<file path="src/rtl/bound_flasher_param.sv">
// Parametrised bound flasher: N-lamp thermometer bar with a six-phase up/down sequence, built-in step prescaler and flick latch.
// Optional feature macro: BOUND_FLASHER_BLINK_EN adds the final all-on/all-off blink phase.
module bound_flasher_param #(
  parameter int unsigned N            = 16,
  parameter int unsigned B1           = 5,
  parameter int unsigned B2           = 10,
  parameter int unsigned DIV          = 25_000_000,
  parameter int unsigned BLINK_CYCLES = 1
) (
  input  logic         clk,
  input  logic         rst,
  input  logic         flk,
  output logic [N-1:0] out,
  output logic         busy
);

  localparam int unsigned LW = $clog2(N + 1);
  localparam int unsigned CW = (DIV > 1) ? $clog2(DIV) : 1;

  localparam logic [2:0] IDLE  = 3'd0;
  localparam logic [2:0] UP1   = 3'd1;
  localparam logic [2:0] DN1   = 3'd2;
  localparam logic [2:0] UP2   = 3'd3;
  localparam logic [2:0] DN2   = 3'd4;
  localparam logic [2:0] UP3   = 3'd5;
  localparam logic [2:0] DN3   = 3'd6;
`ifdef BOUND_FLASHER_BLINK_EN
  localparam logic [2:0] BLINK = 3'd7;
  localparam int unsigned BW   = $clog2(2 * BLINK_CYCLES + 1);
`endif

  // Reject impossible geometries at elaboration time.
  if (N < 4 || B1 == 0 || B1 >= B2 || B2 >= N - 1 || DIV < 1 || BLINK_CYCLES < 1) begin : g_param_err
    $error("bound_flasher_param: illegal parameter combination");
  end

  logic [CW-1:0] cnt_q, cnt_d;
  logic          flk_pend_q, flk_pend_d;
  logic [2:0]    phase_q, phase_d;
  logic [LW-1:0] lvl_q, lvl_d;
  logic [N-1:0]  out_q, out_d;
  logic          busy_q, busy_d;
  logic          tick;
  logic          flk_eff;
`ifdef BOUND_FLASHER_BLINK_EN
  logic [BW-1:0] blink_q, blink_d;
`endif

  // Lamps 0..l-1 lit, the rest dark.
  function automatic logic [N-1:0] thermo(input logic [LW-1:0] l);
    logic [N-1:0] t;
    t = '0;
    for (int i = 0; i < int'(N); i++) t[i] = (LW'(i) < l);
    return t;
  endfunction

  // Prescaler, flick latch and phase sequencing; all state only moves on a tick.
  always_comb begin
    tick       = (cnt_q == CW'(DIV - 1));
    cnt_d      = tick ? '0 : cnt_q + CW'(1);
    flk_eff    = tick & (flk_pend_q | flk);
    flk_pend_d = tick ? 1'b0 : (flk_pend_q | flk);
    phase_d    = phase_q;
    lvl_d      = lvl_q;
    out_d      = out_q;
    busy_d     = busy_q;
`ifdef BOUND_FLASHER_BLINK_EN
    blink_d    = blink_q;
`endif

    if (tick) begin
      case (phase_q)
        IDLE: begin
          if (flk_eff) begin
            phase_d = UP1;
            lvl_d   = LW'(1);
          end
        end
        UP1: begin
          lvl_d = lvl_q + LW'(1);
          if (lvl_d == LW'(B1 + 1)) phase_d = DN1;
        end
        DN1: begin
          lvl_d = lvl_q - LW'(1);
          if (lvl_d == '0) phase_d = UP2;
        end
        UP2: begin
          lvl_d = lvl_q + LW'(1);
          if (lvl_d == LW'(B2 + 1))                  phase_d = flk_eff ? DN1 : DN2;
          else if (lvl_d == LW'(B1 + 1) && flk_eff)  phase_d = DN1;
        end
        DN2: begin
          lvl_d = lvl_q - LW'(1);
          if (lvl_d == LW'(B1)) phase_d = UP3;
        end
        UP3: begin
          lvl_d = lvl_q + LW'(1);
          if (lvl_d == LW'(N))                       phase_d = DN3;
          else if (lvl_d == LW'(B2 + 1) && flk_eff)  phase_d = DN2;
        end
        DN3: begin
          lvl_d = lvl_q - LW'(1);
`ifdef BOUND_FLASHER_BLINK_EN
          if (lvl_d == '0) phase_d = BLINK;
`else
          if (lvl_d == '0) phase_d = IDLE;
`endif
        end
`ifdef BOUND_FLASHER_BLINK_EN
        BLINK: begin
          blink_d = blink_q + BW'(1);
          if (blink_d == BW'(2 * BLINK_CYCLES)) begin
            phase_d = IDLE;
            blink_d = '0;
          end
        end
`endif
        default: begin
          phase_d = IDLE;
          lvl_d   = '0;
        end
      endcase

      busy_d = (phase_d != IDLE);
      out_d  = thermo(lvl_d);
`ifdef BOUND_FLASHER_BLINK_EN
      // Even blink ticks light every lamp, odd ones and the exit tick go dark.
      if (phase_q == BLINK) out_d = (phase_d == BLINK && !blink_q[0]) ? '1 : '0;
`endif
    end
  end

  always_ff @(posedge clk) begin
    if (rst) begin
      cnt_q      <= '0;
      flk_pend_q <= 1'b0;
      phase_q    <= IDLE;
      lvl_q      <= '0;
      out_q      <= '0;
      busy_q     <= 1'b0;
`ifdef BOUND_FLASHER_BLINK_EN
      blink_q    <= '0;
`endif
    end else begin
      cnt_q      <= cnt_d;
      flk_pend_q <= flk_pend_d;
      phase_q    <= phase_d;
      lvl_q      <= lvl_d;
      out_q      <= out_d;
      busy_q     <= busy_d;
`ifdef BOUND_FLASHER_BLINK_EN
      blink_q    <= blink_d;
`endif
    end
  end

  assign out  = out_q;
  assign busy = busy_q;

endmodule

</file>
<file path="config.mk">
export PLATFORM = sky130hd
export DESIGN_NAME = bound_flasher_param
export DESIGN_NICKNAME = d
export VERILOG_FILES = /design/src/rtl/bound_flasher_param.sv
export SDC_FILE = /design/constraint.sdc
export NUM_CORES = 1
export LEC_CHECK = 0
export BUFFER_PORTS_ARGS = -buffer_cell sky130_fd_sc_hd__buf_2
export CAP_MARGIN = 20
export CORE_ASPECT_RATIO = 0.9
export CORE_MARGIN = 2
export CORE_UTILIZATION = 60
export DETAILED_ROUTE_END_ITERATION = 6
export PLACE_DENSITY = 0.79
export SLEW_MARGIN = 30
export SYNTH_ARGS = -nofsm -noshare
export SYNTH_HDL_FRONTEND = slang
export SYNTH_SLANG_ARGS = --single-unit
</file>
<file path="constraint.sdc">
create_clock -name clk -period 2.8 [get_ports clk]
set_input_delay 0.28 -clock clk [delete_from_list [all_inputs] [get_ports clk]]
set_output_delay 0.28 -clock clk [all_outputs]
set_load 0.005 [all_outputs]
</file>
==> impl_metrics.ini <==
[min_path]
hold_end = flk_pend_q
worstHoldStart = flk
hold_path_class = in2reg
min_path_cells = 3

[timing]
fmax_mhz = 382.7
timing.hold.ws_ns = 0.2699
setup_viol = 0
maxSlewViolCount = 0
setup_tns_ns = 0
period_needed_ns = 2.613
clock_skew_ns = 0.01343
tightest_slew_ns = 0.5779
hold_violations = 0
slew_headroom_pct = 61.15
period_share_pct = 93.33
rsz0062_at_grt = no

[final_layout]
antennaDiodeCount = 0
final_util_pct = 66.90
synthToLayoutAreaGrowth_pct = 8.731
fillers = 392
fin_nets = 393
register_area_um2 = 1001
multi_input_area_um2 = 1829
drive_gt1_share_pct = 13.80

[logic_synthesis]
ys.flop_type = dfxtp_1
avgSynthCellArea_um2 = 7.983
synth_compound_area_share_pct = 19.55
synthTopCellsByArea = dfxtp_1 34%, nor2_1 7.5%, xor2_1 4.5%, nand2_1 3.8%, xnor2_1 3.3%
synth_top_area_share_pct = 34.07
synthCells = 368
synth_top_family_by_area = simple AND/OR/NAND/NOR gates
yosys.area.top_type = dfxtp_1
ys_seq_area_share_pct = 34.07
yosys-top-cells-count = 59 x nor2_1, 50 x dfxtp_1, 30 x nand2_1
synth-async-reset-ratio_pct = 0
synth.mux.area_fraction_pct = 0.7240
synth_edf_count = 0
synth-simple-area-share_pct = 30.96
ys_ff_latch = 50
synth_cell_types = 66
syn-cell-area_um2 = 2938
synth_nets = 378
yosysMostFrequentCell = nor2_1
synth-adder-area-share_pct = 2.981
synth_xor_area_share_pct = 7.751
yosysWarningCount = 0

[die]
start_util_pct = 61.53
placementRows = 24
core_um2 = 4775
fp.dieW_um = 77.76
dieArea_um2 = 5473
dieHeight_um = 70.39
ios = 20

[grt]
antenna_found_initial = 0
track_usage_pct = 25.12
grt_pass1_wl_um = 11140
grt_max_degree = 25
grt_pass1_vias = 2475
grt-ovfl-total = 0

[clock_network]
htreeDepth = 2
cts_tree = built
cts_setup_buffers = 0
cts_max_path_buffers = 2
clk_pin_slew_ns = 0.10
cts_buffers = 5
clk_latency_ns = 0.31
clk_root_buffer_cell = clkbuf_8
cts.sinks = 50
ctsHoldBuffers = 0
ctsResizeCount = 0

[detailed_routing]
dr.max_layer_used = met4
vias = 2604
antenna_left = 0
drt_pass1_iterations = 4
totalWireLength_um = 6555
wl_met3_um = 268
wl_met2_um = 3132
wl_per_cell_um = 14.60
drt_iter0_markers = 187
via_per_inst = 5.800
drc = 0
m1WireLength_um = 3081

[setup_path]
start_kind = flop
crit_type = reg2reg
cp_max_fo = 8
crit_path_end_kind = flop
cp.required_ns = 3.05
r2r-start = cnt_q[10]
r2r_end = out[8]
reg2reg_depth = 7
arrival_ns = 2.86
rrSetupSlack_ns = 0.19

[power]
power_density_nw_per_um2 = 362.5
power_switching_uw = 260.7
irDropWorstVdd_mv = 0.4040
seqPwrFrac_pct = 62.1
power_frac_comb_pct = 2.0
leakagePower_uw = 0.001280
switching_share_pct = 22.52
p_int_uw = 897.2
p_clk_share_pct = 35.9
p_total_uw = 1158

[placement]
gp_congestion = 0.9014
port_buffers = 19
dp_hpwl_um = 4809

[run_status]
status = finished, final reports clean

[run]
maxCapViolCount = 0
-- layout by cell type, fill, tap and decap left out, types with 2 or more instances in the layout --
cell type  instances
nor2_1            59
dfxtp_1           50
nand2_1           30
buf_2             19
a21oi_1           18
xor2_1            15
nor3_1            13
xnor2_1           11
o21ai_0           11
a211oi_1          11
nand3_1           10
and3_1             9
buf_4              9
inv_1              7
and2_1             7
ha_1               7
nand4_1            6
or3_1              5
nor2b_1            5
o21bai_1           5
clkbuf_8           5
nor3b_1            4
nor4_1             4
a21o_1             4
a22oi_1            4
o21ai_1            4
a22o_1             3
o22ai_1            3
and4_1             2
or2_2              2
o31ai_1            2
a32oi_1            2
a221oi_1           2
a2bb2oi_1          2
-- layer usage --
layer	global-route usage [%]	vias to the layer above
met3	4.522	8
met4	7.540	0
li1	-	1334
met1	33.39	1205
met2	41.57	57
met5	0	-
-- per-stage QoR --
step,setup slack (ns),cells,instance area [µm²]
after floorplan,0.2395,368,2938
after global placement,0.3123,441,3104
after detailed placement,0.2694,441,3104
after CTS,0.2074,449,3194
after global routing,0.003186,449,3194
final,0.1869,449,3194
-- layout make-up --
class | instances | area share [%]
clock buffer | 5 | 2.154
clock inverter | 3 | 0.6659
inverter | 8 | 0.9401
multi-input combinational | 290 | 57.27
sequential | 50 | 31.34
tap | 65 | 2.546
timing repair buffer | 28 | 5.092
-- worst max-delay path: stages (launching register included) --
cell and delay (ns):
dfxtp_1 0.37, or4b_1 0.59, or3b_1 0.47, nor3_2 0.42
inv_2 0.10, a211o_2 0.36, a2bb2oi_1 0.16, o21ai_1 0.09
-- worst max path at each step --
stage                     startpoint        end  slack, ns  depth (start not counted)
after global placement     cnt_q[10]     out[8]       0.31                          7
after global routing       cnt_q[10]  cnt_q[15]      0.003                          6
final                      cnt_q[10]     out[8]       0.19                          7
after detailed placement   cnt_q[10]   cnt_q[2]       0.27                          6
after CTS                  cnt_q[10]  cnt_q[15]       0.21                          6
after floorplan             lvl_q[0]     out[0]       0.24                         10
-- power groups by stage --
stage	Combinational [µW]	Clock, µW	Sequential (µW)
2_1_floorplan	18.1	0	735
3_3_place_gp	22.9	0	735
3_5_place_dp	23.4	0	735
4_1_cts	23.5	423	719
5_1_grt	26.5	445	719
6_report	23.2	416	719
-- flip-flops by register name, indices dropped and copies added (netlist names) --
signal	cells
phase_q	3
out	15
cnt_q	25
lvl_q	5
flk_pend_q	1
busy	1
-- cell families (layout without fill, tap and decap cells) --
| kind of cell | count (synthesis) | after routing |
|---|---|---|
| buffers and inverters | 28 | 44 |
| xor gates and xnor gates | 26 | 26 |
| DFF | 50 | 50 |
| muxes | 2 | 2 |
| and+or+nand+nor | 173 | 173 |
| AOI/OAI and AO/OA | 82 | 82 |
| adders and majority gates | 7 | 7 |
Note: power is estimated with default switching activity, not from simulation.
